==> config.mk <==
export PLATFORM = sky130hd
export DESIGN_NAME = regfile_rd2_wr1
export DESIGN_NICKNAME = d
export VERILOG_FILES = /design/src/rtl/regfile_rd2_wr1.sv
export SDC_FILE = /design/constraint.sdc
export NUM_CORES = 1
export LEC_CHECK = 0
export CAP_MARGIN = 25
export CELL_PAD_IN_SITES_DETAIL_PLACEMENT = 1
export CELL_PAD_IN_SITES_GLOBAL_PLACEMENT = 1
export CORE_MARGIN = 2
export CORE_UTILIZATION = 35
export DETAILED_ROUTE_END_ITERATION = 10
export PLACE_DENSITY = 0.64
export SYNTH_ARGS = -nofsm -noshare
export SYNTH_HDL_FRONTEND = slang
export SYNTH_SLANG_ARGS = --single-unit
==> constraint.sdc <==
create_clock -name clk -period 17.4 [get_ports clk]
set_clock_uncertainty 0.15 [all_clocks]
set_input_delay 1.74 -clock clk [delete_from_list [all_inputs] [get_ports clk]]
set_output_delay 1.74 -clock clk [all_outputs]
set_load 0.1 [all_outputs]
==> src/rtl/regfile_rd2_wr1.sv <==
// 2**ADDR_W x DATA_W register file: one write port and two read ports. Reads are registered (1 cycle) and bypass a same-cycle write.
// rd_en=0 stalls the read side: the data outputs hold and rd_valid drops. Writes are never stalled.
module regfile_rd2_wr1 #(
  parameter int DATA_W   = 64,
  parameter int ADDR_W   = 3,
  parameter int ZERO_REG = 1
) (
  input  logic              clk,
  input  logic              rst_n,
  input  logic              wr_en,
  input  logic [ADDR_W-1:0] wr_addr,
  input  logic [DATA_W-1:0] wr_data,
  input  logic              rd_en,
  input  logic [ADDR_W-1:0] rd_addr0,
  input  logic [ADDR_W-1:0] rd_addr1,
  output logic [DATA_W-1:0] rd_data0,
  output logic [DATA_W-1:0] rd_data1,
  output logic              rd_valid
);

  localparam int DEPTH = 1 << ADDR_W;

  logic [DATA_W-1:0] regs [DEPTH];
  logic [DEPTH-1:0]  wr_sel;
  logic [DATA_W-1:0] rd_nxt0;
  logic [DATA_W-1:0] rd_nxt1;

  // Register 0 is hard-wired when ZERO_REG is set, so its write enable is never decoded.
  always_comb begin
    wr_sel = '0;
    if (wr_en) wr_sel[wr_addr] = 1'b1;
    if (ZERO_REG != 0) wr_sel[0] = 1'b0;
  end

  function automatic logic [DATA_W-1:0] read_val(
    input logic [ADDR_W-1:0] a,
    input logic              w_en,
    input logic [ADDR_W-1:0] w_addr,
    input logic [DATA_W-1:0] w_data,
    input logic [DATA_W-1:0] arr_val
  );
    logic [DATA_W-1:0] v;
    v = arr_val;
    if (w_en && (w_addr == a)) v = w_data;
    if ((ZERO_REG != 0) && (a == '0)) v = '0;
    return v;
  endfunction

  always_comb begin
    rd_nxt0 = read_val(rd_addr0, wr_en, wr_addr, wr_data, regs[rd_addr0]);
    rd_nxt1 = read_val(rd_addr1, wr_en, wr_addr, wr_data, regs[rd_addr1]);
  end

  always_ff @(posedge clk) begin
    if (!rst_n) begin
      for (int i = 0; i < DEPTH; i++) regs[i] <= '0;
      rd_data0 <= '0;
      rd_data1 <= '0;
      rd_valid <= 1'b0;
    end else begin
      for (int i = 0; i < DEPTH; i++) begin
        if (wr_sel[i]) regs[i] <= wr_data;
      end
      if (rd_en) begin
        rd_data0 <= rd_nxt0;
        rd_data1 <= rd_nxt1;
        rd_valid <= 1'b1;
      end else begin
        rd_valid <= 1'b0;
      end
    end
  end

endmodule
---- Yosys cells after proc, flatten, opt, wreduce, memory -nomap -nowiden ----
Memory sizes are Yosys's and may differ from the RTL's.
Index checks and enable logic that the tools add are counted.
word-level totals
  bits in writable memories ............... 512
  memories ................................ 1
  word-level logic and storage cells ...... 57
  input bits .............................. 77
  output and inout bits ................... 129
  register bits ........................... 129
memories
  memory  depth  bits a word  rd ports  clocked after memory_dff  write ports  RTL line  text
  regs    8      64           2         0                         8            23        logic [DATA_W-1:0] regs [DEPTH];
operators by class
  order comparisons ....................... 2
  eq/ne operators ......................... 2
  bitwise gates (word level) .............. 7
  reductions and logical operators ........ 5
  muxes and demuxes ....................... 37
operator list
  cell                                                        number
  2-to-1 mux 64 bit                                           11
  2-to-1 mux 1 bit                                            24
  2-to-1 mux 8 bit                                            1
  OR 1 bit                                                    7
  equality test 3 bit                                         2
  zero test 3 bit                                             2
  less-than comparator 3 x 4 -> 1 bit, second input constant  1
  demux 1 bit (select 3 bit)                                  1
  >= comparator 3 x 1 -> 1 bit, second input constant         1
  logical AND 1 bit                                           3

---- Longest topological paths before layout ----
Gate-level depths: netlist of run 1.
  depth after elaboration ................. 9
  gate-level depth with buffers ........... 7
  gate-level depth less buffers ........... 4

---- Worst setup path after synthesis of run 1 ----
OpenSTA, ideal clock, no wires.
  path type ............................... in2reg
  from .................................... in wr_addr[0]
  to ...................................... mem regs[6][0], enable pin
  arrival time ............................ 6.527 ns
  setup time .............................. 0.574 ns
  stages .................................. 3
  data required time ...................... 16.676 ns
  buffers on the path ..................... 1
  path slack .............................. 10.149 ns
  cell sequence ........................... buf_2 -> nand2b_1 -> o21ai_0
RTL lines
  item             RTL line  text
  start, declared  11        input logic [ADDR_W-1:0] wr_addr,
  end, declared    23

---- Worst setup path in the final report of run 1 ----
  from .................................... in rd_addr1[1]
  to ...................................... reg rd_data1[46]
between the ends
  longest elaborated chain between the ends .. 4
  elaborated cells on any way between the ends .. 6
  classes of those cells .................. 1 x eq/ne; 2 x mux; 2 x reduce/logical; 1 x memory
ends and longest elaborated chain
  item                                                                         RTL line  text
  start, declared                                                              15        input logic [ADDR_W-1:0] rd_addr1,
  parallel branches: the longest is 3 deep, another holds memory (8 x 64 bit)  -
  2-to-1 mux 64 bit *                                                          45        if ((ZERO_REG != 0) && (a == '0)) v = '0;
  end signal, assigned                                                         66        rd_data1 <= rd_nxt1;
  end, declared                                                                17        output logic [DATA_W-1:0] rd_data1,
Mark *: on every way between the ends.
A chain may end at the register's enable or synchronous reset.

==> impl_summary.md, run 1 <==
Routing
The post-detailed-routing wire length is 92020 um. Using the TritonRoute via totals, the vias-per-cell ratio works out to about 5.8. The detailed router finished its first iteration with 1315 violations. The detail route stage leaves a number of antenna-violating nets equal to 0. The number of remaining DRC errors is 0.

The routed layout has 20470 vias. Before antenna repair, the detailed router went through 5 iterations. The final routed wire length divided by cell count is 25.91 um.

Timing
Setup repair after global routing left no endpoint under its margin. The worst hold slack is 315.4 ps. Once routing completed, OpenROAD measured the worst setup slack at 12880 ps. Timing would allow up to 221.3 MHz. The final number of max-transition violations is 0.

The worst slew margin relative to its limit is between 20% and 30%. Setup violations remaining at the end of the flow were counted as 0. The summed negative setup slack over all endpoints is 0 ps. The hold violation count in the final report is 0. In the finished design, the share of the clock period the worst path needs comes to 25.97%. Subtracting the final worst setup slack from the clock period gives between 4000 and 5000 ps.

The slew at the pin closest to its max-slew limit is 1125 ps.

Yosys
In this run, synthesis produced a sequential element count of 577. The post-synthesis cell count is roughly 2400. The synthesized cell area is 26620 sq um. The synthesized net count is between 2000 and 2500. The synthesized area per cell is around 11 sq um.

The warning count from the yosys run is 0. The proportion of synthesized chip area in sequential cells is 60.24%. Counting distinct cell types in the post-synthesis netlist gives 25.

Worst setup path
The endpoint kind of the worst setup timing path is a flip-flop. The critical path goes through buf_8 -> buf_4 -> xnor2_1 -> and4_1 -> nand2b_4 -> o221ai_1. Data arrives at the worst endpoint at 4790 ps. The worst path buffer plus inverter count is 2.

The startpoint of the worst register-to-register path is regs[5][55]$_SDFFCE_PN0P_. The worst register-to-register path ends at rd_data0[55]$_SDFFE_PN0P_. The cell with the largest stage delay on the worst path is sky130_fd_sc_hd__buf_4. The setup check on the worst reg-to-reg path leaves a slack of 15850 ps.

By startpoint and endpoint, the worst setup path is classified as in -> reg. The worst-case reg-to-reg path depth is 4. The delay of the slowest cell on the worst path is around 840 ps. The largest fanout on the critical path is 82. In this design, the largest share of critical-path delay is due to buffers and inverters. STA puts the critical path data required time at 17670 ps.

The critical path starts at rd_addr1[1]. The startpoint kind of the worst setup timing path is an input pin.

Cells and area
The combined flip-flop and latch cell area is 16040 sq um. The area added between synthesis and finish is 18.72%. The net count reported at finish is ~2600. Leaving out fill and tap cells, the most frequent cells in the layout are sky130_fd_sc_hd__nor2_1 (448), sky130_fd_sc_hd__edfxtp_1 (448), sky130_fd_sc_hd__mux2i_1 (256), sky130_fd_sc_hd__o22ai_1 (256), sky130_fd_sc_hd__clkdlybuf4s50_1 (198). The antenna diode count is 0.

The layout has 8127 filler cells. Of the cells placed in the final design, the portion with a size suffix greater than 1 is 6.099%. The total area of multi-input combinational cells is 9054 sq um.

Floorplanning
The floorplan die height is 279.8 um. The region available for standard cell placement spans 75570 sq um. The floorplan step defined a die boundary enclosing 78280 sq um. The floorplan has 101 rows. The die boundary width is 279.8 um. 206 I/O pins were placed. The effective utilization at floorplan is 35.22%.

Run
The tool flagged a number of max-cap violations equal to 0.

Hold path
In this run the most critical hold path is launched from rd_data1[25]$_SDFFE_PN0P_. The worst hold path terminates at rd_data1[25]$_SDFFE_PN0P_. The worst hold path passes through 2 cells. In this run the worst hold path is classified as reg -> reg.

Status
The run finished with clean final reports.

Global route
The met2 demand-to-capacity share in global routing is between 40 and 50%. The remaining global-route overflow is 0. The maximum number of pins on one net before global-route repair is 83. The global-route met1 utilization is a little under a third.

Global routing used 23.20% of the available tracks. The initial antenna violation count is 2. The met3 capacity usage during global routing is 3.069%. The wire length of the first global-routing pass is 137800 um. The number of global-route vias before repair was 22340.

The most crowded layer after global routing is met2.

Clock tree
CTS built an H-tree with a depth of 3. After clock tree synthesis, the clock-pin slew on the worst setup and hold paths is 60 ps. The longest clock path from root to sink contains 3 buffers. The clock tree from TritonCTS is built. The clock drives 577 sinks. The clock latency of the later-clocked register in the worst-skew pair is between 600 and 700 ps. TritonCTS created between 60 and 70 clock buffers. In this run, post-CTS hold repair placed 0 buffers. After clock tree synthesis, the repair step resized 0 gates. Clock tree synthesis selected as its root buffer the cell sky130_fd_sc_hd__clkbuf_16. Buffers added to address setup during post-CTS repair amount to 0.

Power and ir drop
The worst supply voltage drop on vdd is just under 70 uV. The total leakage power is 0.01188 uW. The power density over cell area is 116.3 nW/um^2.

Place
The congestion estimate from routability-driven global placement came to roughly 0.77. The number of buffer cells added on primary ports is ~200. The half-perimeter wire length after placement is 51910 um.

The setup slack after placement is 12250 ps.
final cells by class:
| type | instances | area share (%) |
|---|---|---|
| Clock buffer | 87 | 5.836 |
| Clock inverter | 35 | 1.231 |
| Inverter | 192 | 2.281 |
| Multi-Input combinational cell | 1447 | 28.65 |
| Sequential cell | 577 | 50.74 |
| Tap cell | 978 | 3.872 |
| Timing Repair Buffer | 236 | 7.388 |
how the worst max path moves through the flow:
stage,slack [ps],cells past startpoint,to
after CTS,12900,6,rd_data1[46]$_SDFFE_PN0P_
after detailed placement,12250,6,rd_data1[46]$_SDFFE_PN0P_
after global routing,12700,6,rd_data1[46]$_SDFFE_PN0P_
after floorplan,10150,3,regs[6][0]$_DFFE_PP_
after global placement,12320,6,regs[2][48]$_SDFFCE_PN0P_
final,12880,6,rd_data1[46]$_SDFFE_PN0P_
state kept, by name, summed over array words and instances (netlist names):
signal and cells:
rd_data0 64, rd_valid 1, regs 448, rd_data1 64
tightest hold or removal path, cell delays in order, from the launching register on:
cell and delay, ps:
sky130_fd_sc_hd__dfxtp_1 320, sky130_fd_sc_hd__nand2_1 50, sky130_fd_sc_hd__o221ai_1 60
where the power goes:
part           switching (uW)  internal [uW]
combinational             429            156
sequential               57.5           1590
clock                     582            855
metrics by stage:
stage | util [%] | std cells | cell area (sq um) | total power [uW]
after CTS | 41.82 | 3552 | 31600 | 3700
final | 41.82 | 3552 | 31600 | 3675
after floorplan | - | 2415 | 26620 | 2068
after global placement | 38.76 | 3427 | 29290 | 2241
after global routing | 41.82 | 3552 | 31600 | 3796
after detailed placement | 38.86 | 3430 | 29370 | 2263
metal layers:
| layer | share of wire (%) | vias to the layer above | wire [um] |
|---|---|---|---|
| met5 | 0 | - | 0 |
| met1 | 43 | 10630 | 39160 |
| li1 | - | 9055 | - |
| met3 | 5.7 | 123 | 5263 |
| met2 | 50 | 655 | 45640 |
| met4 | 2.1 | 0 | 1955 |
cells in the mapped netlist, drive strengths merged:
| cell | count | share of area, % |
|---|---|---|
| edfxtp | 448 | 51 |
| nand2b | 5 | 0.12 |
| or3 | 1 | 0.024 |
| inv | 192 | 2.7 |
| nand2 | 204 | 2.9 |
| o31a | 2 | 0.066 |
| mux2i | 256 | 9.6 |
| nand3 | 2 | 0.038 |
| o22ai | 256 | 6.0 |
| clkbuf | 66 | 0.94 |
| xnor2 | 6 | 0.20 |
| nand3b | 1 | 0.028 |
| a211oi | 128 | 3.6 |
| o221ai | 128 | 4.2 |
| nor2 | 448 | 6.3 |
| nor2b | 3 | 0.071 |
| buf | 133 | 2.7 |
| and2 | 3 | 0.071 |
| dfxtp | 129 | 9.7 |
| o21ai | 2 | 0.038 |
| and4 | 2 | 0.066 |
cells by family (layout without fill, tap and decap cells):
kind of cell,count (synthesis),after routing,share of synthesized area [%]
mux,256,256,9.626
simple gates,669,669,9.608
xor+xnor,6,6,0.1974
buf+inv,391,550,6.388
compound gates,516,516,13.94
flops,577,577,60.24
No activity file was read; power rests on OpenSTA's default activity.
==> inputs of run 2 (changes only) <==
clock period = 4.6 ns   (was 17.4 ns; I/O delays follow)
==> run 2 against run 1 <==
Sequential power rose to 3.8 times the previous value. Highest routed layer unchanged. Total power rose to 3.8 times the previous value. Largest cell class unchanged. Routed wire length rose by 2.3%. Critical path depth fell by 5. Worst setup slack got worse by 11000 ps. Critical path type is now reg -> out. Cell count rose by 0.28%. Combinational power rose to 3.8 times the previous value. Largest power group unchanged. Clock-buffer cell count rose by 12.
==> impl_summary.md, run 2 (synthesized netlist as in run 1, its figures left out) <==
Status
The flow ran to the end, and the final reports show no timing, DRC or antenna violations.

Cells and area
Summing all flip-flop and latch instances after layout gives 16040 sq um. The filler cell count is around 8000. The register with the most flip-flops in the layout has 448 of them. The antenna diode count is 0. In the final layout, the registers with the most flip-flops are regs: 448 flops, rd_data0: 64 flops, rd_data1: 64 flops.

Leaving out fill and tap cells, the most frequent cells in the layout are sky130_fd_sc_hd__nor2_1 (448), sky130_fd_sc_hd__edfxtp_1 (448), sky130_fd_sc_hd__mux2i_1 (256), sky130_fd_sc_hd__o22ai_1 (256), sky130_fd_sc_hd__clkdlybuf4s50_1 (198). The register with the highest flop count is regs. The area added between synthesis and finish is 19.25%. Once layout is done, the placed cells without fillers occupy 31740 sq um. The net count reported at finish is 2607. The post-route netlist has ~6.5% of its cells at a drive strength greater than 1. Cells fill around 42% of the core in the end. The total area of multi-input combinational cells is 9054 sq um.

Floorplanning
The initial utilization of the core area, before any placement, comes to roughly a third. The die outline area is ~78000 sq um. The floorplan step set the die width to 279.8 um. The area of the core is 75570 sq um. From bottom edge to top edge, the die measures 279.8 um. The row count is 101. 206 I/O pins were placed.

Global route
The first global-routing pass estimated 139700 um of wire. The initial antenna violation count is 0. The number of global-route vias before repair is ~22000. The remaining global-route overflow is 0. The global-route total usage across every layer is 23.63%. The maximum number of pins on one net before global-route repair is 65.

Worst setup path
The cell with the largest stage delay on the worst path is sky130_fd_sc_hd__clkdlybuf4s50_1. The worst setup path is captured at an output pin. The endpoint of the most critical register-to-register path is rd_data0[39]$_SDFFE_PN0P_. The critical path is of the reg -> out type.

The arrival time at the worst endpoint is 2330 ps. Walking the worst path, the cells encountered are clkdlybuf4s50_1. STA classifies the critical path startpoint as a flip-flop. In this run the critical register-to-register path is launched from regs[6][39]$_DFFE_PP_.

The worst-case reg-to-reg path depth is 4. The delay of the slowest cell on the worst path is 1210 ps. Broken down by cell family, the worst path's largest delay share belongs to buffers and inverters. The setup check on the worst reg-to-reg path leaves a slack of 3030 ps. The number of buffers and inverters on the critical path is 1. The data required time of the critical path is about 4000 ps. The largest fanout on the critical path is 2.

Timing
The slew at the pin closest to its max-slew limit is 1087 ps. The shortest period the worst path allows is about 2900 ps. The final number of max-transition violations is 0. Setup violations remaining at the end of the flow were counted as 0.

Setup repair after global routing left no endpoint under its margin. The hold violation count in the final report came to 0. The worst slew margin relative to its limit is 27.55%. The summed negative setup slack over all endpoints is 0 ps.

The upper clock frequency limit is 340.5 MHz. The fraction of the cycle the final worst path needs is 63.85%.

Place
At the end of routability-driven placement, the weighted congestion stood at roughly 0.76. The number of buffer cells added on primary ports is around 210. The half-perimeter wire length after placement is about 53000 um. The total placed instance area is 29440 sq um.

Routing
Wires add up to 94160 um. In this run, the number of DRC markers left after iteration 0 of detailed routing was 1435. The number of remaining DRC errors is 0.

Dividing the detail-routed via count by the number of cells gives ~5.8. The detailed-route via count is just over 20000. The remaining antenna violation count after routing is 0. The number of iterations in the first detailed-routing pass is 5.

In the final routed layout, each cell accounts on average for approximately 26 um.

Clock tree
The count of H-tree levels built during CTS is 3. The clock tree from TritonCTS is built. The hold buffer count at cts is 0.

The post-CTS setup repair buffer count is 0. The TritonCTS buffer count is 67. The largest buffer count on any clock path is 3.

The number of gates resized after cts is 0. The later pin in the worst-skew pair is clocked with a latency of between 600 and 700 ps. The cell sitting at the root of the clock tree is a sky130_fd_sc_hd__clkbuf_16. The clock net in this run drives a total of 577 sinks.

After clock tree synthesis, the clock-pin slew on the worst setup and hold paths is 60 ps.

Run
The count of max-cap constraint violations is 0.

Power and ir drop
Power spread over the standard cell area amounts to around 440 nW/um^2. The total leakage power is 0.01196 uW. Across the VDD grid, the largest voltage drop is 189.7 uV.

The total chip power is 13890 uW.

Hold path
The worst hold path cell count is 2. The type of the most critical hold path is reg -> reg. The hold path startpoint is rd_data1[62]$_SDFFE_PN0P_.

For hold timing, the worst endpoint is rd_data1[62]$_SDFFE_PN0P_.
run 2: cell types whose count changed in the layout (fill, tap and decap cells not counted), moves of 3 or more:
cell and change:
sky130_fd_sc_hd__buf_16 +4, sky130_fd_sc_hd__buf_4 +3, sky130_fd_sc_hd__clkbuf_1 +9, sky130_fd_sc_hd__clkbuf_8 +3, sky130_fd_sc_hd__clkinv_1 -10, sky130_fd_sc_hd__inv_6 +4
run 2: cell type report:
| class | instances | share of cell area (%) |
|---|---|---|
| clock buffers | 99 | 6.047 |
| clock inverters | 24 | 0.8908 |
| inverters | 192 | 2.270 |
| multi-input cells | 1447 | 28.52 |
| flip-flops and latches | 577 | 50.52 |
| well taps | 978 | 3.855 |
| repair buffers | 245 | 7.899 |
run 2: metrics by stage:
step	hold slack [ps]	cells	setup WS, ps
finish	311.9	3562	1663
global route	324.7	3562	1638
CTS	295.4	3558	1653
detailed placement	298.0	3435	1354
global placement	299.0	3431	1404
floorplan	475.8	2415	356.8
run 2: routing by layer:
layer	vias to the layer above	track usage [%]	wire, um
met5	-	0	0
met4	0	7.775	2404
met3	157	2.761	4912
met2	624	41.65	46960
met1	10740	30.11	39890
li1	9065	-	-
run 2: how the worst max path moves through the flow:
stage / startpoint / end / cells past startpoint
floorplan: wr_addr[0] / regs[6][0]$_DFFE_PP_ / 3
global placement: wr_en / regs[2][47]$_SDFFCE_PN0P_ / 4
detailed placement: rd_addr0[2] / rd_data0[36]$_SDFFE_PN0P_ / 5
CTS: rd_data1[1]$_SDFFE_PN0P_ / rd_data1[1] / 1
global route: rd_data1[1]$_SDFFE_PN0P_ / rd_data1[1] / 1
finish: rd_data1[1]$_SDFFE_PN0P_ / rd_data1[1] / 1
run 2: report_power, final:
| group | internal, uW | switching [uW] |
|---|---|---|
| clock | 3190 | 2210 |
| sequential | 6030 | 222 |
| combinational | 603 | 1640 |
| total | 9820 | 4070 |
run 2: worst min-delay path, cell delays in order (launching register included):
cell and delay [ps]:
sky130_fd_sc_hd__dfxtp_1 320, sky130_fd_sc_hd__nand2_1 50, sky130_fd_sc_hd__o221ai_1 60
==> inputs of run 3 (changes only) <==
PLACE_DENSITY = 0.66   (was 0.64)
clock period = 2.6 ns   (was 4.6 ns; I/O delays follow)
==> run 3 against run 2 <==
Cell count grew 1.3%. Sequential share of layout area decreased by 0.40 points. Largest power group unchanged. Total power increased by 75%. Largest cell class unchanged. Final area is 0.80% higher. First-iteration DRC count is 25% higher. Worst hold slack worse by 130 ps. Combinational power increased by 80%. Via count is 0.70% higher. Core utilization rose by 0.33 points.
==> impl_summary.md, run 3 (synthesized netlist as in run 1, its figures left out) <==
Status
The run finished with clean final reports.

Routing
Wires add up to 93280 um. The routed layout has 20730 vias. The number of remaining DRC errors is 0. After detailed routing, the number of vias per cell comes to 5.748. The number of design-rule violations left by the first detailed-router iteration is 1800. The final routed wire length divided by cell count is 25.86 um. In this run the remaining antenna-violating nets after routing total 0. The first detailed-routing pass took 7 iterations.

Cells and area
The top cell types in the final layout, fill and taps aside, are sky130_fd_sc_hd__nor2_1 (448), sky130_fd_sc_hd__edfxtp_1 (448), sky130_fd_sc_hd__mux2i_1 (256), sky130_fd_sc_hd__o22ai_1 (256), sky130_fd_sc_hd__nand2_1 (194). The largest registers in the layout are regs: 448 flops, rd_data0: 64 flops, rd_data1: 64 flops. The filler cell count is 8072. The net count reported at finish is 2653.

The register with the highest flop count is regs. Compared with the post-synthesis result, the final layout area differs by 20.20%. The number of antenna diodes in the final layout is 0.

The post-route netlist has 12.78% of its cells at a drive strength greater than 1. The register with the most flip-flops in the layout has 448 of them.

Worst setup path
The endpoint kind of the worst setup timing path is a flip-flop. The worst setup path is launched from an input pin. The launch point of the critical path is rst_n. The register-to-register setup slack is 1030 ps. The largest fanout on the critical path is 30. The arrival time at the worst endpoint is approximately 2400 ps. The critical setup path kind is in -> reg. The data required time of the critical path is 2960 ps. The startpoint of the worst register-to-register path is regs[6][51]$_DFFE_PP_.

The endpoint of the most critical register-to-register path is rd_data0[51]$_SDFFE_PN0P_. The number of cells on the worst reg-to-reg path is 4.

Timing
The clock period could shrink to 2007 ps. The final number of setup-violating endpoints is 0. At the pin with the least slew margin, the transition time is just under 700 ps. The worst hold slack is 186.6 ps. In the finished design, the share of the clock period the worst path needs comes to 77.20%. Setup repair after global routing left no endpoint under its margin. The summed negative setup slack over all endpoints is 0 ps. Derived from the worst setup path, the maximum achievable clock frequency is 498.2 MHz. The final number of max-transition violations was 0. The hold violation count in the final report is 0. In this run the tightest slew margin relative to its limit is a little over half.

Clock tree
The H-tree generated during clock tree synthesis spans 3 levels. Clock-pin slew was measured on the worst setup and hold paths at about 60 ps. The largest buffer count on any clock path is 3. TritonCTS built the clock tree.

CTS placed an instance of sky130_fd_sc_hd__clkbuf_16 at the clock tree root. The clock latency of the later-clocked register in the worst-skew pair is around 610 ps. The number of gates resized after CTS was 0. Counting the buffers created by CTS gives 66. The sink count of the clock tree is roughly 580.

Power and ir drop
Sequential cells account for 45.5% of the total power. The worst supply voltage drop on vdd is 391.5 uV. The total leakage power is 0.01249 uW. The proportion of power drawn by the clock network is 37.8%. The internal power component is 17150 uW. In this run the power spent charging and discharging nets is 7112 uW. The proportion of power drawn by combinational gates is 16.6%. In this run the power density over the cells is 758.3 nW/um^2. Net switching is 29.31% of the power.

Hold path
The terminating pin of the worst hold path is rd_data1[1]$_SDFFE_PN0P_. The min-delay analysis places its worst path in the category in -> reg. The worst hold path cell count is 4. The startpoint identified for the worst hold timing path is rd_addr1[2].

Place
The final RePlAce weighted congestion is around 0.8. Once detailed placement completed, the half-perimeter wirelength came to 58080 um. The number of buffer cells added on primary ports is between 200 and 250.

Global route
The global-route met1 utilization is 30.84%. Global routing finished with a remaining overflow of 0. The number of global-route vias before repair is 22360. The wire length of the first global-routing pass is approximately 140000 um. The global-route total usage across every layer is 23.63%. Global routing used 3.028% of the available met3 tracks. met2 is the most crowded layer.

The initial antenna violation count is 1. The met2 demand-to-capacity share in global routing is about two fifths. The maximum number of pins on one net before global-route repair is 87.

Floorplanning
The die covers 78280 sq um. The row count is slightly above 100. The effective utilization at floorplan is a little over a third. In this run the standard cell core region covers 75570 sq um.

The floorplan die height is ~280 um. The I/O pin total is a little over 200. The die boundary width is 279.8 um.

Run
The count of max-cap constraint violations is 0.
[run 3: changes by cell type in the layout (fill, tap and decap cells not counted), sizes merged]
| cell | change |
|---|---|
| buf | +175 |
| bufinv | -4 |
| clkdlybuf4s50 | -129 |
| clkinv | +5 |
| clkinvlp | -1 |
| dlygate4sd3 | +1 |
| inv | -2 |
[run 3: worst max-delay path by stage]
stage	endpoint	slack, ps
2_1_floorplan	regs[4][0]$_SDFFCE_PN0P_	60
3_3_place_gp	regs[4][3]$_SDFFCE_PN0P_	210
3_5_place_dp	rd_data0[15]$_SDFFE_PN0P_	110
4_1_cts	rd_data0[10]$_SDFFE_PN0P_	650
5_1_grt	rd_data0[10]$_SDFFE_PN0P_	570
6_report	rd_data0[10]$_SDFFE_PN0P_	590
[run 3: routing by layer]
layer  share of wire, %  vias to the layer above  wire (um)
met2                 49                      666      46130
met3                5.7                      140       5339
li1                   -                     9169          -
met1                 42                    10760      39480
met4                2.5                        2       2314
met5              0.014                        -         13
[run 3: worst max-delay path, cell delays in order]
cell	delay [ps]
sky130_fd_sc_hd__dlygate4sd3_1	530
sky130_fd_sc_hd__buf_4	210
sky130_fd_sc_hd__and2_1	290
sky130_fd_sc_hd__o31a_1	300
sky130_fd_sc_hd__nand2_4	220
sky130_fd_sc_hd__buf_12	260
sky130_fd_sc_hd__o221ai_1	250
[run 3: repair_timing]
item	4_1_cts	5_1_grt
endpoints found under the hold margin	1	0
buffers inserted	0	0
hold buffers	1	0
[run 3: area by class of cell]
| type | count | area [sq um] | share of cell area (%) |
|---|---|---|---|
| Clock inverter | 22 | 132.6 | 0.4145 |
| Inverter | 192 | 720.7 | 2.252 |
| Clock buffer | 99 | 1984 | 6.202 |
| Multi-Input combinational cell | 1447 | 9054 | 28.30 |
| Sequential cell | 577 | 16040 | 50.12 |
| Timing Repair Buffer | 292 | 2845 | 8.893 |
| Tap cell | 978 | 1224 | 3.824 |
[run 3: power by group through the flow]
stage	sequential [uW]	combinational [uW]	clock, uW
2_1_floorplan	12300	1540	0
3_3_place_gp	11200	3950	0
3_5_place_dp	11200	4040	0
4_1_cts	11000	4050	9330
5_1_grt	11100	4250	9660
6_report	11000	4040	9180
[run 3: through the flow]
| stage | util [%] | instance area (sq um) | instances | setup slack (ps) | power, uW |
|---|---|---|---|---|---|
| after global routing | 42.34 | 32000 | 3607 | 568.0 | 25020 |
| after CTS | 42.34 | 32000 | 3607 | 648.1 | 24410 |
| after floorplan | - | 26650 | 2415 | 56.48 | 13820 |
| after detailed placement | 39.52 | 29870 | 3485 | 112.2 | 15250 |
| after global placement | 39.52 | 29870 | 3485 | 206.2 | 15110 |
| final | 42.34 | 32000 | 3607 | 592.8 | 24260 |
